[src/rtl/sonic_echo_emu.sv]
// sonic_echo_emu
// Emulates an ultrasonic ranging sensor (HC-SR04 style). A trigger pulse of at
// least TRIG_MIN_CYC synchronized cycles is accepted when it falls. After a
// fixed burst delay, echo is held high for a time proportional to the object
// distance. Out-of-range distances produce a no-object timeout pulse instead.
//
// Ports
//   clk          in   system clock, the only clock
//   rst          in   asynchronous active-high reset
//   trig         in   trigger from the sensor controller, asynchronous to clk
//   distance_cm  in   emulated object distance in cm (unsigned, 9 bits)
//   echo         out  emulated echo pulse (flop output)
//   busy         out  high from trigger acceptance until echo falls (flop output)
//   dbg_state    out  current FSM state, for observation only
//
// There is no handshake: trig is a level-sampled pulse, and echo/busy are
// free-running status levels with no back-pressure.

module sonic_echo_emu #(
  parameter int unsigned TRIG_MIN_CYC = 1000,
  parameter int unsigned BURST_CYC    = 20000,
  parameter int unsigned CYC_PER_CM   = 5800,
  parameter int unsigned MAX_CM       = 400,
  parameter int unsigned TIMEOUT_CYC  = 3800000
) (
  input  logic       clk,
  input  logic       rst,
  input  logic       trig,
  input  logic [8:0] distance_cm,
  output logic       echo,
  output logic       busy,
  output logic [1:0] dbg_state
);

  // The 22-bit phase counter and length arithmetic cover both the largest
  // in-range echo (400 * 5800 = 2320000) and the 3800000 timeout.
  localparam int CW = 22;

  localparam logic [CW-1:0] TRIG_MIN_W   = CW'(TRIG_MIN_CYC);
  localparam logic [CW-1:0] BURST_W      = CW'(BURST_CYC);
  localparam logic [CW-1:0] CYC_PER_CM_W = CW'(CYC_PER_CM);
  localparam logic [CW-1:0] TIMEOUT_W    = CW'(TIMEOUT_CYC);
  localparam logic [8:0]    MAX_CM_W     = 9'(MAX_CM);

  typedef enum logic [1:0] {
    IDLE    = 2'd0,
    TRIG_HI = 2'd1,
    BURST   = 2'd2,
    ECHO    = 2'd3
  } state_t;

  state_t        state_q, state_d;
  logic          trig_meta_q;
  logic          trig_s_q;
  logic [CW-1:0] cnt_q, cnt_d;
  logic [8:0]    dist_q, dist_d;
  logic          echo_q, echo_d;
  logic          busy_q, busy_d;
  logic [CW-1:0] echo_len;

  // Two-flop synchronizer for the asynchronous trigger.
  always_ff @(posedge clk or posedge rst) begin
    if (rst) begin
      trig_meta_q <= 1'b0;
      trig_s_q    <= 1'b0;
    end else begin
      trig_meta_q <= trig;
      trig_s_q    <= trig_meta_q;
    end
  end

  // Echo length derived from the distance latched at acceptance, so later
  // changes on distance_cm cannot disturb an echo in progress.
  always_comb begin
    echo_len = TIMEOUT_W;
    if ((dist_q != 9'd0) && (dist_q <= MAX_CM_W)) begin
      echo_len = CW'(dist_q) * CYC_PER_CM_W;
    end
  end

  // Next-state logic. cnt_q is shared: trig width in TRIG_HI, elapsed burst
  // cycles in BURST, elapsed echo cycles in ECHO (all counting from 1).
  always_comb begin
    state_d = state_q;
    cnt_d   = cnt_q;
    dist_d  = dist_q;
    echo_d  = echo_q;
    busy_d  = busy_q;
    case (state_q)
      IDLE: begin
        if (trig_s_q) begin
          state_d = TRIG_HI;
          cnt_d   = CW'(1);
        end
      end
      TRIG_HI: begin
        if (trig_s_q) begin
          if (cnt_q < TRIG_MIN_W) begin
            cnt_d = cnt_q + CW'(1);
          end
        end else if (cnt_q >= TRIG_MIN_W) begin
          dist_d  = distance_cm;
          busy_d  = 1'b1;
          cnt_d   = CW'(1);
          state_d = BURST;
        end else begin
          cnt_d   = '0;
          state_d = IDLE;
        end
      end
      BURST: begin
        // Echo rises on the edge that closes the last burst cycle.
        if (cnt_q == BURST_W) begin
          echo_d  = 1'b1;
          cnt_d   = CW'(1);
          state_d = ECHO;
        end else begin
          cnt_d = cnt_q + CW'(1);
        end
      end
      ECHO: begin
        if (cnt_q == echo_len) begin
          echo_d  = 1'b0;
          busy_d  = 1'b0;
          cnt_d   = '0;
          state_d = IDLE;
        end else begin
          cnt_d = cnt_q + CW'(1);
        end
      end
      default: begin
        echo_d  = 1'b0;
        busy_d  = 1'b0;
        cnt_d   = '0;
        state_d = IDLE;
      end
    endcase
  end

  always_ff @(posedge clk or posedge rst) begin
    if (rst) begin
      state_q <= IDLE;
      cnt_q   <= '0;
      dist_q  <= '0;
      echo_q  <= 1'b0;
      busy_q  <= 1'b0;
    end else begin
      state_q <= state_d;
      cnt_q   <= cnt_d;
      dist_q  <= dist_d;
      echo_q  <= echo_d;
      busy_q  <= busy_d;
    end
  end

  assign echo      = echo_q;
  assign busy      = busy_q;
  assign dbg_state = state_q;

endmodule

[config.mk]
export PLATFORM = sky130hd
export DESIGN_NAME = sonic_echo_emu
export DESIGN_NICKNAME = d
export VERILOG_FILES = /design/src/rtl/sonic_echo_emu.sv
export SDC_FILE = /design/constraint.sdc
export NUM_CORES = 1
export LEC_CHECK = 0
export BUFFER_PORTS_ARGS = -buffer_cell sky130_fd_sc_hd__buf_2
export CAP_MARGIN = 20
export CELL_PAD_IN_SITES_DETAIL_PLACEMENT = 0
export CELL_PAD_IN_SITES_GLOBAL_PLACEMENT = 2
export CORE_MARGIN = 2
export CORE_UTILIZATION = 39
export CTS_CLUSTER_SIZE = 30
export DETAILED_ROUTE_END_ITERATION = 6
export PLACE_DENSITY_LB_ADDON = 0.15
export REMOVE_ABC_BUFFERS = 1
export SYNTH_ARGS = -nofsm -noshare
export SYNTH_HDL_FRONTEND = slang
export SYNTH_SLANG_ARGS = --single-unit
[constraint.sdc]
create_clock -name clk -period 6.8 [get_ports clk]
set_input_delay 0.34 -clock clk [delete_from_list [all_inputs] [get_ports clk]]
set_output_delay 0.34 -clock clk [all_outputs]
set_load 0.02 [all_outputs]
**Word level (Yosys, flattened, before mapping)**

Cells that the tools add are included.

- Bits in registers: 37
- Output and inout bits: 4
- Word-level logic and storage cells: 54

- $add $sub $neg: 1
- Multiply operators: 1
- $lt $le $gt $ge: 3
- Equal/unequal tests: 11
- Multiplexer cells: 20
- Bitwise operators: 1
- Reductions and logical operators: 10

Operator list:

| cell | number |
|---|---|
| $mux W22 | 6 |
| $pmux W22 S4 | 1 |
| $add A22 B1 Y22 const B | 1 |
| $eq A22 B15 Y1 const B | 1 |
| $eq A22 B22 Y1 | 1 |
| $ge A22 B10 Y1 const B | 1 |
| $lt A22 B10 Y1 const B | 1 |
| $mul A9 B10 Y19 const B | 1 |
| $mux W2 | 5 |
| $ne A2 B2 Y1 const B | 5 |
| $le A9 B9 Y1 const B | 1 |
| $reduce_bool A9 Y1 | 1 |
| $pmux W2 S4 | 1 |
| $reduce_and A4 Y1 | 2 |
| $reduce_and A3 Y1 | 2 |
| $mux W1 | 5 |
| $eq A2 B2 Y1 const B | 2 |
| $pmux W1 S2 | 2 |
| $reduce_bool A2 Y1 | 2 |
| $ne A3 B3 Y1 const B | 1 |
| $eq A2 B1 Y1 const B | 1 |
| $logic_not A2 Y1 | 1 |
| $reduce_and A2 Y1 | 1 |
| $logic_and A1 B1 Y1 | 1 |
| $not A1 Y1 | 1 |

**Longest topological paths before layout**

Gate-level depths: netlist (run 1).

- Depth after elaboration: 6
- Depth in mapped cells: 20

**Worst setup path after synthesis (run 1)**

Ideal clock, no wire load.

- Kind: register to register
- From: reg dist_q[6]
- To: reg cnt_q[6]
- Library setup time: 127 ps
- Arrival: 5,042 ps
- Setup slack: 1,631 ps
- Stages on the path, launching flop included: 20
- Period minus slack after synthesis: 5,169 ps
- Path through: dfrtp_1 -> ha_1 -> xor2_1 -> ha_1 -> inv_1 -> fa_1 -> fa_1 -> inv_1 -> ha_1 -> a21o_1 -> a221o_1 -> a221oi_2 -> xnor2_1 -> or3_1 -> a2111oi_2 -> nand4_1 -> o21a_1 -> buf_6 -> a221oi_1 -> nor2_1

- Cells in the longest elaborated chain, start to end: 6
- Elaborated cells between the ends (all ways): 8

Ends and longest elaborated chain:

| what | RTL line | text |
|---|---|---|
| start: declaration | 56 | `logic [8:0] dist_q, dist_d;` |
| start signal: assignment | 150 | `dist_q <= dist_d;` |
| branches (longest 2 deep; another with $mul A9 B10 Y19) | n/a |  |
| $mux W22 * | 76 | `if ((dist_q != 9'd0) && (dist_q <= MAX_CM_W)) begin` |
| $eq A22 B22 Y1 * | 122 | `if (cnt_q == echo_len) begin` |
| $mux W22 * | 122 |  |
| $pmux W22 S4 * | 89 | `case (state_q)` |
| end signal: assignment | 149 | `cnt_q <= cnt_d;` |
| end: declaration | 55 | `logic [CW-1:0] cnt_q, cnt_d;` |

Mark *: on every way between the ends.
A chain may end at the register's enable or synchronous reset.

**Worst setup path in the final report (run 1)**

- From: reg dist_q[6]
- To: reg cnt_q[1]

Same word-level chain as after synthesis.

==> results of run 1 <==
-- final timing paths --
path | from | slack (ns) | to | cells after the start
max | dist_q[6] | 0.71 | cnt_q[1] | 19
min | rst | 0.13 | dist_q[0] | 3
max reg2reg | dist_q[6] | 0.71 | cnt_q[1] | 19
min reg2reg | trig_meta_q | 0.35 | trig_s_q | 0
max in group asynchronous | rst | 6.30 | cnt_q[12] | 3
min in group clk | trig | 0.14 | trig_meta_q | 1
-- per-layer routing --
| layer | GRT usage [%] | part of all wire [%] |
|---|---|---|
| met5 | 0 | 0 |
| met4 | 4.12 | 0.86 |
| met1 | 33.3 | 54 |
| met3 | 2.35 | 3.8 |
| met2 | 30.1 | 42 |
-- critical path: cells and delay by family (launching register included) --
kind | cells | cell delay (ns)
DFF | 1 | 0.52
adders and majority gates | 5 | 1.92
and+or+nand+nor | 2 | 0.54
buffers and inverters | 3 | 0.35
xor gates and xnor gates | 2 | 0.41
AOI/OAI and AO/OA | 7 | 2.21
-- area by class of cell --
cell class                 instances  area (um^2)
fill                            1081         5890
clock buffer                       5         68.8
inverter                          58          218
timing repair buffer              18         97.6
tap                              136          170
clock inverter                     3         68.8
sequential                        37          926
multi-input combinational        378         2980
-- layout by cell type, fill, tap and decap left out, drive strengths merged, types with 3 or more instances in the layout --
cell,instances
a21oi,30
nand4,7
nor4,5
fa,20
xor2,6
inv,59
nand2,32
a211oi,3
nand2b,4
nor2,20
a31oi,11
or2,6
or3,3
xnor2,11
a2111o,3
dfrtp,37
o211ai,7
mux2i,3
and3,9
nor3,15
ha,55
mux2,9
a21o,10
buf,18
a2111oi,3
clkbuf,5
nor2b,4
and2,6
and4,5
nand3,28
a221oi,8
o21ai,27
o22ai,4
-- logic make-up (layout without fill, tap and decap cells) --
kind of cell / after synthesis / after routing / synth area share, %
compound gates: 122 / 122 / 19.2
xor+xnor: 17 / 17 / 3.53
fa+ha+maj: 75 / 75 / 25.8
buf+inv: 83 / 84 / 7.59
flops: 37 / 37 / 21.9
mux: 12 / 12 / 3.11
simple gates: 152 / 152 / 18.9
-- power by group through the flow --
stage	clock network [mW]	logic, mW	registers (mW)
global route	0.259	0.820	0.237
floorplan	0	0.568	0.237
CTS	0.248	0.727	0.236
global placement	0	0.719	0.240
detailed placement	0	0.720	0.240
finish	0.245	0.726	0.236
-- registers in the layout, indices dropped and copies added, names as in the netlist, named ones only --
name         cells
busy             1
cnt_q           22
dbg_state        1
dist_q           9
echo             1
trig_meta_q      1
trig_s_q         1
-- stage by stage --
step	instance area [um^2]	hold WS (ns)	util, %
after floorplan	4120	0.331	-
after detailed placement	4390	0.336	42.1
after global placement	4390	0.333	42.1
after CTS	4530	0.129	43.4
after global routing	4530	0.132	43.4
final	4530	0.126	43.4
==> metrics list, run 1 <==
- Status: finished, final reports clean
* Normalized max-slew margin: between 40% and 50%
* Critical Path AT: between 6 and 7 ns
- Top cell type by total area after synthesis: sky130_fd_sc_hd__dfrtp_1
* Post-layout net count: 585
* Cells along the critical path: ha_1 -> xor2_1 -> ha_1 -> inv_1 -> fa_1 -> fa_1 -> inv_1 -> ha_1 -> a21o_1 -> a221o_1 -> a221oi_2 -> xnor2_1 -> or3_1 -> a2111oi_2 -> nand4_1 -> o21a_1 -> a21oi_1 -> buf_4 -> o22ai_1
* Sequential fraction of the synthesis area: 21.9%
- In the synthesized netlist, the number of instances is 498.
- Period Utilization, post-route: 89.6%
- Post-synthesis cell area: approximately 4200 um^2
- The number of placed instances, taps included, is 627.
- Number of maximum-capacitance violations: 0
- From synthesis to final layout, the design area changed by 7.17%.
- The count of nets left with antenna violations once routing finished came out at 0.
- Maximum number of pins on one net before global-route repair: 38
- Number of synthesized register bits: 37
- After the flow finishes, the layout carries non-filler instances totaling 635.
* Clk Tree Root Cell: sky130_fd_sc_hd__clkbuf_8
- Of the total power, registers draw 19.5%.
- Net switching power figure: 521 uW
- Worst Slack Setup Final: 0.710 ns
- Ranking of synthesized cells by instance count: 58 x sky130_fd_sc_hd__inv_1, 55 x sky130_fd_sc_hd__ha_1, 37 x sky130_fd_sc_hd__dfrtp_1
- Counting flops with a built-in enable in the synthesized netlist gives 0.
- Setup CP Type: reg2reg
- Count of boundary I/O pins: 16
- Power spread over the standard cell area amounts to roughly 270 nW/um^2.
- The number of pins with negative max-slew slack in the final report was 0.
* CTS tree: done
- Via/cell ratio: 5.71
- Once the clock tree was built, the resizer swapped 0 gates to a different size.
* Global-route wire length before repair: ~19 mm
- Number of remaining DRC errors: 0
- For this run, the top clock speed supported by timing is 0.164 GHz.
- On the final layout, the worst clock skew is 0.0207 ns.
* Vert. Die Dim: around 110 um
- Final HPWL from detailed placement: around 8.9 mm
- The share of synthesized area in the top cell type comes to a little over a fifth.
- The initial antenna violation count was 0.
- Buffers inserted during clock tree synthesis total 5.
- Setup repair after global routing left no endpoint under its margin.
- Of all nets on the critical path, the largest fanout is 12.
- The clock tree synthesis step divided the H-tree into 2 levels.
- GPL Wtd Cong: between 0.8 and 0.9
- Min Tclk post-route: 6.09 ns
- Worst ir drop on vdd: approximately 0.12 mV
- Among all flip-flop cells after synthesis, the most frequent one is sky130_fd_sc_hd__dfrtp_1.
- By area the synthesized netlist is led by sky130_fd_sc_hd__dfrtp_1 22%, sky130_fd_sc_hd__ha_1 16%, sky130_fd_sc_hd__fa_1 9.5%.
- The worst setup path is captured at a flip-flop.
- Placeable core area: 10400 um^2
- The initial utilization of the core area, before any placement, comes to 40.5%.
- Number of buffers on the longest clock path: 2
- First-iteration detailed-routing DRC count: 252
- Critical Path Slowest Stage Cell: sky130_fd_sc_hd__fa_1
- Row generation in the floorplan step produced 37 rows.
- Clock share of power: 20.3%
- Final-report setup violation count: 0
- After clock tree synthesis, the setup repair step added 0 buffers.
* Wire per inst: between 15 and 20 um
- Summed over all layers, the routed wires come to 11.3 mm.
- Part of the total power dissipated in combinational logic: between 60% and 70%
- Worst Max-Slew Pin Slew: 0.772 ns
- Horizontal extent of the die: 108 um
- After clock tree synthesis, the clock-pin slew on the worst setup and hold paths is 0.09 ns.
- Overall fraction of global-route tracks in use: 20.9%
* Hold violation count in the final report: 0
- Global routing finished with a remaining overflow of 0.
- Net switching is 43.2% of the power.
- The routed layout has 3623 vias.
* Number of sinks on the clock net: 37
- The via count of the first global-routing pass came to 3465.
- Number of port buffers: 15
- Distinct cell type count of the synthesized netlist: between 50 and 60
- Critical path launch point type: flip-flop
* Average cell area after synthesis: ~8.5 um^2
- Share of layout cells above drive strength 1: 8.82%
- Worst slack after detailed placement: about 0.78 ns
* Post-CTS Hold Fix Bufs: 0
* Req. time, crit path: 6.96 ns
- In the synthesized netlist the async set-or-reset flop fraction comes to 100%.
- Reported leakage power: around 2.1 nW
- Slowest cell delay on critical path: 0.55 ns
* Most frequent CP cell: sky130_fd_sc_hd__ha_1
- Tot Pwr: between 1 and 1.5 mW
* Area of the die: between 10000 and 15000 um^2
- The clock reaches the later pin of the worst-skew pair after 0.31 ns.
- Number of warning messages in the yosys log: 0
- Worst hold-check path type: in2async
* Internal cell power: 686 uW
- First-pass iteration count of the detailed router: 5
* Most repeated cell in the gate-level netlist after synthesis: sky130_fd_sc_hd__inv_1
- The number of antenna diodes in the final layout is 0.
- Adding up every negative setup slack in the final design gives 0 ns.
Note: power is estimated with default switching activity, not from simulation.
==> run 2, diff against run 1 <==
--- a/config.mk
+++ b/config.mk
@@ -14,7 +14,6 @@
 export CTS_CLUSTER_SIZE = 30
 export DETAILED_ROUTE_END_ITERATION = 6
 export PLACE_DENSITY_LB_ADDON = 0.15
-export REMOVE_ABC_BUFFERS = 1
 export SYNTH_ARGS = -nofsm -noshare
 export SYNTH_HDL_FRONTEND = slang
 export SYNTH_SLANG_ARGS = --single-unit
==> run 2 against run 1 <==
Via count is 2.4% lower; die area stayed put; sequential power hardly changed; worst hold slack better by 0.0088 ns; critical path depth stayed put; highest routed layer unchanged; utilization is 0.17 points lower; register-to-register slack better by 0.29 ns; combinational power is 1% lower; clock power is 14% lower; largest cell class unchanged; first-iteration DRC count is 38% lower; fmax is 5.1% higher.
==> metrics list, run 2 (synthesis results as in run 1) <==
* Post-CTS Hold Fix Bufs: 0 (unchanged)
- Status: finished, final reports clean
- Critical path launch point type: flip-flop
* Period Utilization, post-route: 85.2% (-4.3 points)
- Area of the die: 11700 um^2 (unchanged)
- Reported leakage power: 2.07 nW (-0.54%)
- Worst Max-Slew Pin Slew: 0.776 ns (+0.00416 ns)
* Worst ir drop on vdd: 0.108 mV (-8.6%)
* Post-cts repair resize count: 0 (unchanged)
- Worst Clk Skew: 0.0103 ns (-0.0104 ns)
* Clk Tree Root Cell: sky130_fd_sc_hd__clkbuf_8
- Post-route antenna net violation count: 0 (unchanged)
- The met3 usage in global routing was 2.65% (+0.30 points).
* Number of port buffers: 15 (unchanged)
* Worst Slack Setup Final: 1.00 ns (+0.295 ns)
* Final global-route overflow total: 0 (unchanged)
* Synth Net Count: 585
- The cell that appears most often on the critical path is sky130_fd_sc_hd__ha_1.
* Setup repair after global routing missed its margin: false
- Tot Pwr: 1.16 mW (-3.6%)
- The number of top-level pins is 16 (unchanged).
- Maximum number of pins on one net before global-route repair: 38 (unchanged)
- Share of layout cells above drive strength 1: 8.82% (unchanged)
* Htree depth: 2 (unchanged)
- Vert. Die Dim: 108 um (unchanged)
- The clock network latency to the later pin of the worst-skew pair is 0.31 ns (about the same).
* Worst hold-check path type: in2async
* Filler Cells Inserted: 1088 (+0.65%)
- Worst slack after detailed placement: 1.06 ns (+0.280 ns)
* Post-layout net count: 585 (unchanged)
- Highest-count cells in the layout ignoring fill and taps: 58 x sky130_fd_sc_hd__inv_1, 55 x sky130_fd_sc_hd__ha_1, 37 x sky130_fd_sc_hd__dfrtp_1
* Cells along the critical path: ha_1 -> xor2_1 -> ha_1 -> inv_1 -> fa_1 -> fa_1 -> inv_1 -> ha_1 -> a21o_1 -> a221o_1 -> a221oi_1 -> mux2i_1 -> xnor2_1 -> a2111oi_2 -> nand4_1 -> o21a_1 -> a21oi_1 -> buf_4 -> a221oi_1
- The global-route wire length before repair is 18.3 mm (-2.9%).
- The utilization of the core after routing was 43.3% (-0.17 points).
- The detailed-route vias per instance was 5.57 (-2.4%).
- Hold violation count in the final report: 0 (unchanged)
* GPL Wtd Cong: 0.802 (-1.0%)
* First-pass iteration count of the detailed router: 4 (-1)
* Largest registers ranked by flip-flop count: cnt_q: 22 flops, dist_q: 9 flops
- Initial antenna violation count: 0 (unchanged)
- The die extent in x was 108 um (unchanged).
- Syn-to-layout area delta: 6.76%
- Flip-flop count of the largest register after layout: 22 (unchanged)
- Post CTS Setup Buffer Count: 0 (unchanged)
* Most common cell after layout, fill and taps aside: sky130_fd_sc_hd__inv_1
- The buffering stage count on the worst path with inverters included came to 3 (unchanged).
* Routed wire length: 11.0 mm (-3.0%)
* Final HPWL from detailed placement: 8.53 mm (-3.8%)
- Number of vias after detailed routing: 3537 (-2.4%)
- Global-route met1 utilization: 31.8% (-1.5 points)
- The clock-pin slew of the registers on the worst-case setup and hold paths was 0.09 ns (about the same).
* Storage cell area: 926 um^2 (unchanged)
* Req. time, crit path: 6.96 ns (about the same)
- Setup CP Type: reg2reg
* Final-report setup violation count: 0 (unchanged)
- The number of design rule violations left after detail routing came to 0 (unchanged).
- Effective utilization at floorplan: 40.5% (unchanged)
- The maximum number of buffers from clock root to sink was 2 (unchanged).
- Pwr/cell area: 258 nW/um^2 (-3.2%)
* CP Capture Type: flip-flop
- The maximum cell stage delay along the critical path is 0.54 ns (about the same).
* Antenna diode count: 0 (unchanged)
* Critical Path AT: 5.95 ns (-0.30 ns)
* Overall fraction of global-route tracks in use: 20.4% (-0.41 points)
- The normalized max-slew margin was 47.8% (-0.28 points).
- First-iteration detailed-routing DRC count: 155 (-38%)
- The number of pins with negative max-slew slack in the final report is 0 (unchanged).
- The footprint of the multi-input gates was 2980 um^2 (unchanged).
- The post-detailed-route wirelength per cell came to 17.2 um (-3.0%).
- The clock sink count is 37 (unchanged).
- met1 is the most crowded layer.
- Worst-case hold slack: 0.134 ns (+0.00884 ns)
- CTS tree: done
- The final total negative setup slack was 0 ns (unchanged).
- Biggest register: cnt_q
* Met2 Resource Use GR: 29.2% (-0.81 points)
- Number of maximum-capacitance violations: 0 (unchanged)
* Via count of the first global-routing pass: 3491 (+0.75%)
- Among cell families on the critical path, the largest total delay comes from compound AO/OA/AOI/OAI gates.
- The largest fanout on the critical path came to 12 (unchanged).
- The placeable core region was 10400 um^2 (unchanged).
* Highest clock frequency the design can meet: 0.173 GHz (+5.1%)
* TritonCTS buffer count: 5 (unchanged)
* Critical Path Slowest Stage Cell: sky130_fd_sc_hd__fa_1
* Min Tclk post-route: 5.80 ns (-0.295 ns)
* Site Rows: 37 (unchanged)
-- run 2: final cells by class --
cell class	count	area share, %
repair buffers	18	2.16
clock buffers	6	1.83
multi-input cells	378	66.0
inverters	58	4.83
flip-flops and latches	37	20.5
well taps	136	3.77
clock inverters	2	0.833
-- run 2: worst paths after layout --
check,start,to,slack (ns),cells after the start
min in group clk,trig,trig_meta_q,0.14,1
max reg2reg,dist_q[6],cnt_q[21],1.00,19
min,rst,dist_q[4],0.13,3
max,dist_q[6],cnt_q[21],1.00,19
max in group asynchronous,rst,cnt_q[5],6.30,3
min reg2reg,trig_meta_q,trig_s_q,0.36,0
-- run 2: report_power, final --
group | switching (mW) | leakage, nW | internal, mW
registers | 0.0101 | 0.486 | 0.225
logic | 0.408 | 1.53 | 0.310
clock network | 0.0909 | 0.0574 | 0.119
-- run 2: metrics by stage --
| step | instances | instance area [um^2] |
|---|---|---|
| finish | 635 | 4510 |
| global route | 635 | 4510 |
| CTS | 635 | 4510 |
| detailed placement | 627 | 4390 |
| global placement | 627 | 4390 |
| floorplan | 498 | 4220 |
-- run 2: routing by layer --
layer / vias up / part of all wire [%]
met4: 0 / 1.7
met2: 53 / 41
li1: 1781 / -
met5: - / 0
met3: 13 / 2.5
met1: 1690 / 55
-- run 2: worst reg2reg max path, stage by stage (launching register included) --
cell and delay (ns):
sky130_fd_sc_hd__dfrtp_1 0.48, sky130_fd_sc_hd__ha_1 0.29, sky130_fd_sc_hd__xor2_1 0.31, sky130_fd_sc_hd__ha_1 0.30, sky130_fd_sc_hd__inv_1 0.08, sky130_fd_sc_hd__fa_1 0.41, sky130_fd_sc_hd__fa_1 0.54, sky130_fd_sc_hd__inv_1 0.04
sky130_fd_sc_hd__ha_1 0.36, sky130_fd_sc_hd__a21o_1 0.25, sky130_fd_sc_hd__a221o_1 0.42, sky130_fd_sc_hd__a221oi_1 0.30, sky130_fd_sc_hd__mux2i_1 0.37, sky130_fd_sc_hd__xnor2_1 0.12, sky130_fd_sc_hd__a2111oi_2 0.29, sky130_fd_sc_hd__nand4_1 0.19
sky130_fd_sc_hd__o21a_1 0.38, sky130_fd_sc_hd__a21oi_1 0.20, sky130_fd_sc_hd__buf_4 0.20, sky130_fd_sc_hd__a221oi_1 0.11
==> run 3, diff against run 2 <==
--- a/config.mk
+++ b/config.mk
@@ -9,7 +9,6 @@
 export CAP_MARGIN = 20
 export CELL_PAD_IN_SITES_DETAIL_PLACEMENT = 0
 export CELL_PAD_IN_SITES_GLOBAL_PLACEMENT = 2
-export CORE_MARGIN = 2
 export CORE_UTILIZATION = 39
 export CTS_CLUSTER_SIZE = 30
 export DETAILED_ROUTE_END_ITERATION = 6
==> run 3 against run 2 <==
Utilization unchanged; highest routed layer unchanged; non-clock buffer count unchanged; sequential cell count unchanged; final area unchanged; power increased by 0.24%.
==> metrics list, run 3 (synthesis results as in run 1) <==
* Status: finished, final reports clean
- Normalized max-slew margin: 40.8% (-7.0 points)
* Termination of the worst setup path: cnt_q[11]
* Worst Clk Skew: 0.0225 ns (+0.0122 ns)
- Global-route wire length before repair: 18.0 mm (-2.1%)
- Net switching power figure: 511 uW (+0.52%)
- Highest-count cells in the layout ignoring fill and taps: 58 x sky130_fd_sc_hd__inv_1, 55 x sky130_fd_sc_hd__ha_1, 37 x sky130_fd_sc_hd__dfrtp_1
- The final net count came to 585 (unchanged).
- The routability congestion estimate from global placement came to 0.788 (-1.7%).
* Number of sinks on the clock net: 37 (unchanged)
- The number of diodes added for antenna fixing came to 0 (unchanged).
* Non-filler cells, final: 635 (unchanged)
- Flip-flop count of the largest register after layout: 22 (unchanged)
* Largest registers ranked by flip-flop count: cnt_q: 22 flops, dist_q: 9 flops
* Number of buffers on the longest clock path: 2 (unchanged)
- Via/cell ratio: 5.46 (-2.0%)
- Number of slew-limit violations in the final report: 0 (unchanged)
- The largest fanout on the critical path is 12 (unchanged).
* Maximum number of pins on one net before global-route repair: 38 (unchanged)
- Final HPWL from detailed placement: 8.54 mm (+0.12%)
- Horizontal extent of the die: 106 um (-1.9%)
- The post-route standard cell area excluding fillers was 4510 um^2 (unchanged).
- Worst hold-check path type: in2async
- Total area of multi-input combinational cells: 2980 um^2 (unchanged)
* Effective utilization at floorplan: 40.5% (unchanged)
* Clk Tree Root Cell: sky130_fd_sc_hd__clkbuf_8
- The library cell used most frequently in the layout, excluding fill and tap cells, is sky130_fd_sc_hd__inv_1.
- The internal power contribution came to 655 uW (about the same).
* CP Capture Type: flip-flop
- Via count of the first global-routing pass: 3343 (-4.2%)
- Count of boundary I/O pins: 16 (unchanged)
- The die outline area is 11200 um^2 (-3.7%).
- Worst Max-Slew Pin Slew: 0.880 ns (+0.105 ns)
* First-iteration detailed-routing DRC count: 181 (+17%)
- Site Rows: 37 (unchanged)
* Initial antenna violation count: 0 (unchanged)
- The total wirelength of the detailed-routed design was 10.9 mm (-0.24%).
- Traced cell by cell, the critical path runs through ha_1 -> xor2_1 -> ha_1 -> inv_1 -> fa_1 -> fa_1 -> inv_1 -> ha_1 -> a21o_1 -> a221o_1 -> a221oi_2 -> xnor2_1 -> or3_1 -> a2111oi_2 -> nand4_1 -> o21a_1 -> a21oi_1 -> buf_4 -> a221oi_1.
- The placeable core region came to 10400 um^2 (unchanged).
* Number of port buffers: 15 (unchanged)
* Part of the total power dissipated in combinational logic: 61.7% (about the same)
- The number of fill cells is 1082 (-0.55%).
- Destination of the worst register-to-register timing path: cnt_q[11]
- Critical Path Slowest Stage Cell: sky130_fd_sc_hd__fa_1
- Post-CTS Hold Fix Bufs: 0 (unchanged)
- First-pass iteration count of the detailed router: 4 (unchanged)
* Slowest cell delay on critical path: 0.54 ns (about the same)
* Share of layout cells above drive strength 1: 8.82% (unchanged)
- Number of cells in the design after placement: 627 (unchanged)
- Vert. Die Dim: 106 um (-1.9%)
* Final-report setup violation count: 0 (unchanged)
* Critical path launch point type: flip-flop
- Period Utilization, post-route: 85.2% (about the same)
* Final global-route overflow total: 0 (unchanged)
* Most utilized layer in the global route result: met1
* Storage cell area: 926 um^2 (unchanged)
- The utilization of the core after routing was 43.3% (unchanged).
* Number of remaining DRC errors: 0 (unchanged)
- Among the stages of the critical path, the cell type that occurs most often is sky130_fd_sc_hd__ha_1.
* Clock insertion delay at the later pin of the skew report: 0.32 ns (about the same)
- The total track usage was 20.9% (+0.50 points).
- Clock share of power: 18.2% (about the same)
- Sum Neg Setup Slack: 0 ns (unchanged)
- The worst reg-to-reg path cell count was 19 (unchanged).
- Post CTS Setup Buffer Count: 0 (unchanged)
- Pwr/cell area: 259 nW/um^2 (+0.24%)
- CTS tree: done
* Hold violation count in the final report: 0 (unchanged)
- The number of maximum-capacitance violations was 0 (unchanged).
- Launching point of the worst reg2reg path: dist_q[6]
- The global-route met1 utilization came to 32.5% (+0.67 points).
* Highest clock frequency the design can meet: 0.173 GHz (about the same)
- The number of buffers created by CTS came to 5 (unchanged).
- The worst hold slack is 0.117 ns (-0.0174 ns).
- Syn-to-layout area delta: 6.76% (unchanged)
- Met2 Resource Use GR: 30.7% (+1.4 points)
- Number of vias after detailed routing: 3465 (-2.0%)
- The minimum clock period after layout came to 5.80 ns (-0.000240 ns).
* Met3 Track Usage GR: 2.39% (-0.26 points)
- Critical Path Start: dist_q[6]
- Req. time, crit path: 6.95 ns (about the same)
- Clock transition at the register clock pins on the worst setup and hold paths after CTS: 0.10 ns (about the same)
- The count of H-tree levels built during CTS came to 2 (unchanged).
- Placed standard-cell area: 4390 um^2 (unchanged)
* Synth Net Count: 585 (unchanged)
* Post-cts repair resize count: 0 (unchanged)
* Critical Path AT: 5.95 ns (about the same)
- The leakage component of the power was 2.07 nW (unchanged).
* Wire per inst: 17.2 um (-0.24%)
* Setup CP Type: reg2reg
- The internal reg-to-reg setup slack was 1.00 ns (about the same).
* Biggest register: cnt_q
* Post-route antenna net violation count: 0 (unchanged)
- The switching share of total power is 43.8% (+0.13 points).
* Worst ir drop on vdd: 0.144 mV (+34%)
- The sequential power share came to 20.2% (about the same).
- Setup repair after global routing left no endpoint under its margin.
## run 3: layer usage
layer / part of all wire, % / vias up
met1: 55 / 1637
met3: 2.9 / 7
li1: - / 1780
met4: 0.89 / 0
met2: 41 / 41
met5: 0 / -
## run 3: through the flow
step                setup slack (ns)  total power, mW
finish                          1.00             1.17
floorplan                       1.63            0.806
global route                   0.710             1.28
CTS                             1.04             1.17
detailed placement              1.06            0.955
global placement                1.05            0.959
## run 3: worst min-delay path by stage
| stage | slack (ns) | endpoint |
|---|---|---|
| finish | 0.12 | dist_q[8] |
| global route | 0.13 | trig_meta_q |
| CTS | 0.13 | trig_meta_q |
| detailed placement | 0.34 | trig_s_q |
| global placement | 0.33 | trig_s_q |
| floorplan | 0.33 | trig_s_q |
## run 3: power by group through the flow
stage                     Combinational, mW  Sequential (mW)  Clock (mW)
after floorplan                       0.570            0.237           0
after global placement                0.720            0.239           0
after detailed placement              0.715            0.240           0
after CTS                             0.720            0.236       0.219
after global routing                  0.814            0.237       0.227
final                                 0.719            0.235       0.212
## run 3: area by class of cell
type / count / share of cell area (%)
clock buffer: 6 / 1.83
clock inverter: 2 / 0.833
inverter: 58 / 4.83
multi-input combinational: 378 / 66.0
sequential: 37 / 20.5
tap: 136 / 3.77
timing repair buffer: 18 / 2.16
## run 3: critical path: cells and delay by family, from the launching register on
kind | cells | cell delay (ns)
and+or+nand+nor | 2 | 0.52
buffers and inverters | 3 | 0.32
DFF | 1 | 0.50
AOI/OAI and AO/OA | 7 | 1.97
xor gates and xnor gates | 2 | 0.42
adders and majority gates | 5 | 1.90
